[src/rtl/csi_pixel_packer.sv]
// Packs the receiver pixel/event stream into 32-bit FIFO words: one header per frame,
// two pixels per data word and one trailer per frame. Overflowing frames are dropped.
`timescale 1ns/1ps
module csi_pixel_packer #(
  parameter int QDEPTH = 4
) (
  input  logic        pclk,
  input  logic        reset_n,
  input  logic        enable,
  input  logic [9:0]  pix_data,
  input  logic        pix_valid,
  input  logic        fs,
  input  logic        fe,
  input  logic        ls,
  input  logic        le,
  input  logic [5:0]  data_type,
  input  logic        wr_full,
  output logic [31:0] wr_data,
  output logic        wr_en,
  output logic [7:0]  frame_cnt,
  output logic        ovf_sticky,
  input  logic        ovf_clr,
  output logic        frame_int,
  output logic [1:0]  fsm_state
);

  localparam int AW = $clog2(QDEPTH);

  typedef enum logic [1:0] {IDLE = 2'd0, FRAME = 2'd1, DROP = 2'd2} state_t;

  state_t      state, state_n;
  logic        fe_pend, fe_pend_n;
  logic        hdr_pend, hdr_pend_n;
  logic        hdr_en, hdr_en_n;
  logic [5:0]  dt_reg, dt_n;
  logic        half, half_n, half_c;
  logic [9:0]  even, even_n, pix_m;
  logic [15:0] line_cnt, line_n, line_inc;

  logic        push, push_ok, is_trailer, overflow, full, pop;
  logic [31:0] push_word, trailer_word;

  logic [31:0] mem [QDEPTH];
  logic [AW-1:0] wr_ptr, rd_ptr;
  logic [AW:0]   count;

  function automatic logic [31:0] hdr_word(input logic [5:0] dt, input logic [7:0] fn);
    return {8'hF5, 2'b00, dt, 8'h00, fn};
  endfunction

  assign fsm_state    = state;
  assign pix_m        = (dt_reg == 6'h28) ? {2'b00, pix_data[7:0]} : pix_data;
  assign half_c       = half & ~ls;
  assign line_inc     = (line_cnt == 16'hFFFF) ? line_cnt : line_cnt + 16'd1;
  assign trailer_word = {8'hFE, 8'h00, line_cnt};

  assign full     = (count == (AW+1)'(QDEPTH));
  assign pop      = (count != '0) && !wr_full;
  assign wr_en    = pop;
  assign wr_data  = (count != '0) ? mem[rd_ptr] : 32'h0;
  // A pop in the same cycle frees the slot, so only a stalled full queue overflows.
  assign overflow = push && full && !pop;
  assign push_ok  = push && !overflow;

  always_ff @(posedge pclk or negedge reset_n) begin
    if (!reset_n) state <= IDLE;
    else          state <= state_n;
  end

  always_comb begin
    state_n    = state;
    push       = 1'b0;
    push_word  = 32'h0;
    is_trailer = 1'b0;
    half_n     = half;
    even_n     = even;
    line_n     = line_cnt;
    fe_pend_n  = fe_pend;
    hdr_pend_n = hdr_pend;
    hdr_en_n   = hdr_en;
    dt_n       = dt_reg;
    case (state)
      IDLE, DROP: begin
        if (fs) begin
          dt_n = data_type;
          if (enable) begin
            push      = 1'b1;
            push_word = hdr_word(data_type, frame_cnt);
            state_n   = FRAME;
            line_n    = 16'h0;
            half_n    = 1'b0;
            fe_pend_n = 1'b0;
          end else begin
            state_n = IDLE;
          end
        end
      end
      FRAME: begin
        if (hdr_pend) begin
          hdr_pend_n = 1'b0;
          line_n     = 16'h0;
          half_n     = 1'b0;
          if (hdr_en) begin
            push      = 1'b1;
            push_word = hdr_word(dt_reg, frame_cnt);
          end else begin
            state_n = IDLE;
          end
        end else if (fs) begin
          // Missing fe: close the old frame now, open the new one next cycle.
          push       = 1'b1;
          push_word  = trailer_word;
          is_trailer = 1'b1;
          hdr_pend_n = 1'b1;
          hdr_en_n   = enable;
          dt_n       = data_type;
          fe_pend_n  = 1'b0;
        end else if (fe_pend) begin
          push       = 1'b1;
          push_word  = trailer_word;
          is_trailer = 1'b1;
          fe_pend_n  = 1'b0;
          state_n    = IDLE;
        end else begin
          half_n = half_c;
          if (pix_valid) begin
            if (half_c) begin
              push      = 1'b1;
              push_word = {6'b0, pix_m, 6'b0, even};
              half_n    = 1'b0;
            end else if (le) begin
              push      = 1'b1;
              push_word = {16'h0, 6'b0, pix_m};
              half_n    = 1'b0;
            end else begin
              half_n = 1'b1;
              even_n = pix_m;
            end
          end else if (le && half_c) begin
            push      = 1'b1;
            push_word = {16'h0, 6'b0, even};
          end
          if (le) begin
            half_n = 1'b0;
            line_n = line_inc;
          end
          if (fe) begin
            if (push) begin
              fe_pend_n = 1'b1;
            end else begin
              push       = 1'b1;
              push_word  = trailer_word;
              is_trailer = 1'b1;
              state_n    = IDLE;
            end
          end
        end
      end
      default: state_n = IDLE;
    endcase
    if (overflow) begin
      state_n    = DROP;
      fe_pend_n  = 1'b0;
      hdr_pend_n = 1'b0;
      half_n     = 1'b0;
    end
  end

  always_ff @(posedge pclk or negedge reset_n) begin
    if (!reset_n) begin
      fe_pend    <= 1'b0;
      hdr_pend   <= 1'b0;
      hdr_en     <= 1'b0;
      dt_reg     <= 6'h0;
      half       <= 1'b0;
      even       <= 10'h0;
      line_cnt   <= 16'h0;
      frame_cnt  <= 8'h0;
      frame_int  <= 1'b0;
      ovf_sticky <= 1'b0;
      wr_ptr     <= '0;
      rd_ptr     <= '0;
      count      <= '0;
    end else begin
      fe_pend   <= fe_pend_n;
      hdr_pend  <= hdr_pend_n;
      hdr_en    <= hdr_en_n;
      dt_reg    <= dt_n;
      half      <= half_n;
      even      <= even_n;
      line_cnt  <= line_n;
      frame_int <= push_ok && is_trailer;
      if (push_ok && is_trailer) frame_cnt <= frame_cnt + 8'd1;
      if (overflow)     ovf_sticky <= 1'b1;
      else if (ovf_clr) ovf_sticky <= 1'b0;
      if (push_ok) wr_ptr <= wr_ptr + AW'(1);
      if (pop)     rd_ptr <= rd_ptr + AW'(1);
      case ({push_ok, pop})
        2'b10:   count <= count + (AW+1)'(1);
        2'b01:   count <= count - (AW+1)'(1);
        default: count <= count;
      endcase
    end
  end

  always_ff @(posedge pclk) begin
    if (push_ok) mem[wr_ptr] <= push_word;
  end

endmodule

[config.mk]
export PLATFORM = sky130hd
export DESIGN_NAME = csi_pixel_packer
export DESIGN_NICKNAME = d
export VERILOG_FILES = /design/src/rtl/csi_pixel_packer.sv
export SDC_FILE = /design/constraint.sdc
export NUM_CORES = 1
export LEC_CHECK = 0
export ABC_AREA = 1
export BUFFER_PORTS_ARGS = -buffer_cell sky130_fd_sc_hd__buf_2
export CELL_PAD_IN_SITES_DETAIL_PLACEMENT = 0
export CELL_PAD_IN_SITES_GLOBAL_PLACEMENT = 1
export CORE_MARGIN = 5
export CORE_UTILIZATION = 40
export DETAILED_ROUTE_END_ITERATION = 12
export GPL_ROUTABILITY_DRIVEN = 0
export HOLD_SLACK_MARGIN = 0.12
export PLACE_DENSITY_LB_ADDON = 0.1
export SLEW_MARGIN = 5
export SYNTH_ARGS = -nofsm -noshare
export SYNTH_HDL_FRONTEND = slang
export SYNTH_SLANG_ARGS = --single-unit
[constraint.sdc]
create_clock -name pclk -period 5.47 [get_ports pclk]
set_clock_uncertainty 0.15 [all_clocks]
set_input_delay 0.547 -clock pclk [delete_from_list [all_inputs] [get_ports pclk]]
set_output_delay 0.547 -clock pclk [all_outputs]
set_load 0.01 [all_outputs]
==> impl_results.md <==
- Clk sink count: 167
- Crit path DAT: 3560 ps
- Largest register by flop count: mem
- Sequential share of the synthesized area: 57.48%
- Vias per inst: 5.162
- Setup CP Type: reg -> reg
- Fin nets: 983
- Row Count: 52
- Io pins: 71
- Initial antenna violation count: 0
- DR iter-0 viols: 323
- Clk buf depth: 2
- Post-synthesis mux area share: 0.9560%
- Fmax: 293.6 MHz
- Worst Setup End Kind: flip-flop
- Layout Cell Area excl Fill: 9423 um^2
- Leakage: 3.884 nW
- Status: completed
- # setup viols final: 0
- Slew Limit Fails: 0
- Final hold vios: 0
- Die Area: 23590 um^2
- Synth top area cells: edfxtp_1 (41%), dfrtp_1 (17%), nor2_1 (8.0%)
- Comb power frac: 39.3%
- Max-cap violations: 0
- Wire per inst: 17.20 um
- Cell Area, Synth: 8245 um^2
- Hold Path Class: in -> async
- RSZ-0062 raised after global routing: no
- Hold_buf cts: 0
- Cells after synthesis: 891
- Power share of the clock group: 24.2%
- Top_reg_cell synth: edfxtp_1
- Core area: 20230 um^2
- Cell with the most instances after synthesis: nor2_1
- IR drop worst, VDD: 0.2785 mV
- Synth Area in Adders: 1.305%
- Initial Utilization: 40.75%
- First-pass GRT wire length: 33510 um
- Commonest cells post-synth: nor2_1 (176), nand2_1 (161), edfxtp_1 (112)
- Mean Syn Cell Area: 9.254 um^2
- Synth Area in Compound Gates: 8.816%
- Setup bufs post-CTS: 0
- CP startpoint kind: flip-flop
- Switching Fraction: 40.12%
- DRC: 0
- Largest registers: mem x112, line_cnt x16, even x10
- Placed Area: 8786 um^2
- Simple-gate share of the synthesized area: 24.22%
- Syn_nets: 925
- Detailed placer's ending HPWL: 14610 um
- Drt total wl: 21190 um
- Final worst-path cycle share: 62.26%
- TritonCTS Buffers: 17
- Yosys cell types: 38
- WP data required: 5620 ps
- Seq pwr share: 36.6%
- Synth area leader: edfxtp_1
- Gr ovfl total: 0
- Largest net degree at the start of global routing: 60
- Power per cell area: 570.0 nW/um^2
- H-tree depth: 4
- Root Driver: clkbuf_16
- Area growth syn-to-layout: 14.28%
- Pint: 3.216 mW
- Synth warnings: 0
- Psw: 2.155 mW
- Drt first pass iters: 4
- Tmin final: 3406 ps
- Largest register FFs: 112
- Tot GR Track Use: 18.05%
- Worst-margin pin slew: 1221 ps
- Vias in the first global route: 6277
- Relative slew margins: 18.49%
- Antenna cell count: 0
- Setup TNS Final: 0 ps
- Yosys top cell area share: 40.79%
- Ys async rst share: 32.93%
- Max FO, Critical Path: 21
- Largest family of logic cells by synthesized area: simple AND/OR/NAND/NOR gates
- Share of cells above drive strength 1: 16.53%
- Worst skew pair latency: 430 ps
- Die H: 153.6 um
- Post-DRT Antenna Nets: 0
- CTS tree: done
- Die X: 153.6 um
- XOR/XNOR Fraction of Synth Area: 1.168%
- CTS resizes: 0
- EDFF count, synth: 112
- Clock transition at path regs: 70 ps
- Synthesized flop and latch total: 167
- PortBufs: 70
- Vias: 6359
## layout make-up
type | instances | area, um^2
clock buffer | 18 | 429.2
multi-input combinational | 613 | 3022
sequential | 167 | 4740
fill | 1966 | 10810
timing repair buffer | 79 | 417.9
clock inverter | 14 | 207.7
inverter | 71 | 269.0
tap | 270 | 337.8
## worst paths after layout
| path | to | slack [ps] | start | cells after the start |
|---|---|---|---|---|
| max in group asynchronous | rd_ptr[1]$_DFFE_PN0P_ | 4570 | reset_n | 2 |
| min in group pclk | ovf_sticky$_DFFE_PN0P_ | 150 | ovf_clr | 2 |
| worst min register to register | even[0]$_DFFE_PN0P_ | 360 | even[0]$_DFFE_PN0P_ | 1 |
| worst min-delay path | fsm_state[1]$_DFFE_PN0P_ | 120 | reset_n | 2 |
| worst max register to register | count[2]$_DFFE_PN0P_ | 2060 | hdr_pend$_DFFE_PN0P_ | 12 |
| worst max-delay path | count[2]$_DFFE_PN0P_ | 2060 | hdr_pend$_DFFE_PN0P_ | 12 |
## stage by stage
stage                     total power, mW  util (%)  hold WS, ps  worst slack, ps  instances
after floorplan                     3.448         -        101.4             2478        891
after global placement              4.076     43.42        343.8             2136       1200
after detailed placement            4.127     43.42        351.2             2063       1200
after CTS                           5.428     46.57        128.6             2053       1232
after global routing                5.734     46.57        152.9             1772       1232
final                               5.371     46.57        116.0             2064       1232
## routing by layer
metal  up-vias  wire length (um)  global-route usage, %
met4         0               419                  5.677
met5         -                 0                      0
li1       3119                 -                      -
met2       143             10450                  30.17
met3        34               669                  3.316
met1      3063              9648                  23.98
## logic make-up after synthesis
logic type / Yosys count
xor gates and xnor gates: 11
and+or+nand+nor: 449
buffers and inverters: 111
DFF: 167
AOI/OAI and AO/OA: 138
adders and majority gates: 8
muxes: 7
## critical path, stage by stage (launching register included)
cell and delay (ps):
dfrtp_1 890, inv_2 400, nor2_2 190, nor2_2 60, nand2_1 110, nand2_2 190
nand2_2 250, ha_1 200, inv_1 70, fa_1 380, a21oi_1 140, o21ai_0 110
xnor2_1 130
## power by group through the flow
| stage | clock network, mW | registers [mW] | logic [mW] |
|---|---|---|---|
| after global placement | 0 | 1.97 | 2.10 |
| after global routing | 1.37 | 2.00 | 2.37 |
| final | 1.30 | 1.96 | 2.11 |
| after detailed placement | 0 | 1.99 | 2.14 |
| after CTS | 1.32 | 1.96 | 2.14 |
| after floorplan | 0 | 1.94 | 1.51 |
## layout by cell type (no fill, tap or decap), types with 2 or more instances in the layout
cell type and n:
nor2_1 172, nand2_1 161, edfxtp_1 112, o21ai_0 76
buf_2 70, inv_1 62, dfrtp_1 55, a21oi_1 44
nand3_1 40, nand4_1 33, clkbuf_16 17, nor2_2 10
xor2_1 9, buf_4 9, nor3_1 8, nand2_2 7
mux2_2 7, inv_2 7, ha_1 7, a22oi_1 6
o22ai_1 6, nor2_4 4, inv_6 4, bufinv_16 4
nand2_4 3, nor4_1 3, a21oi_2 3, nand3_4 2
nand3_2 2, o21ai_1 2, xnor2_1 2, nor2_8 2
inv_8 2, clkinv_4 2
Power figures use the tool's default switching activity.
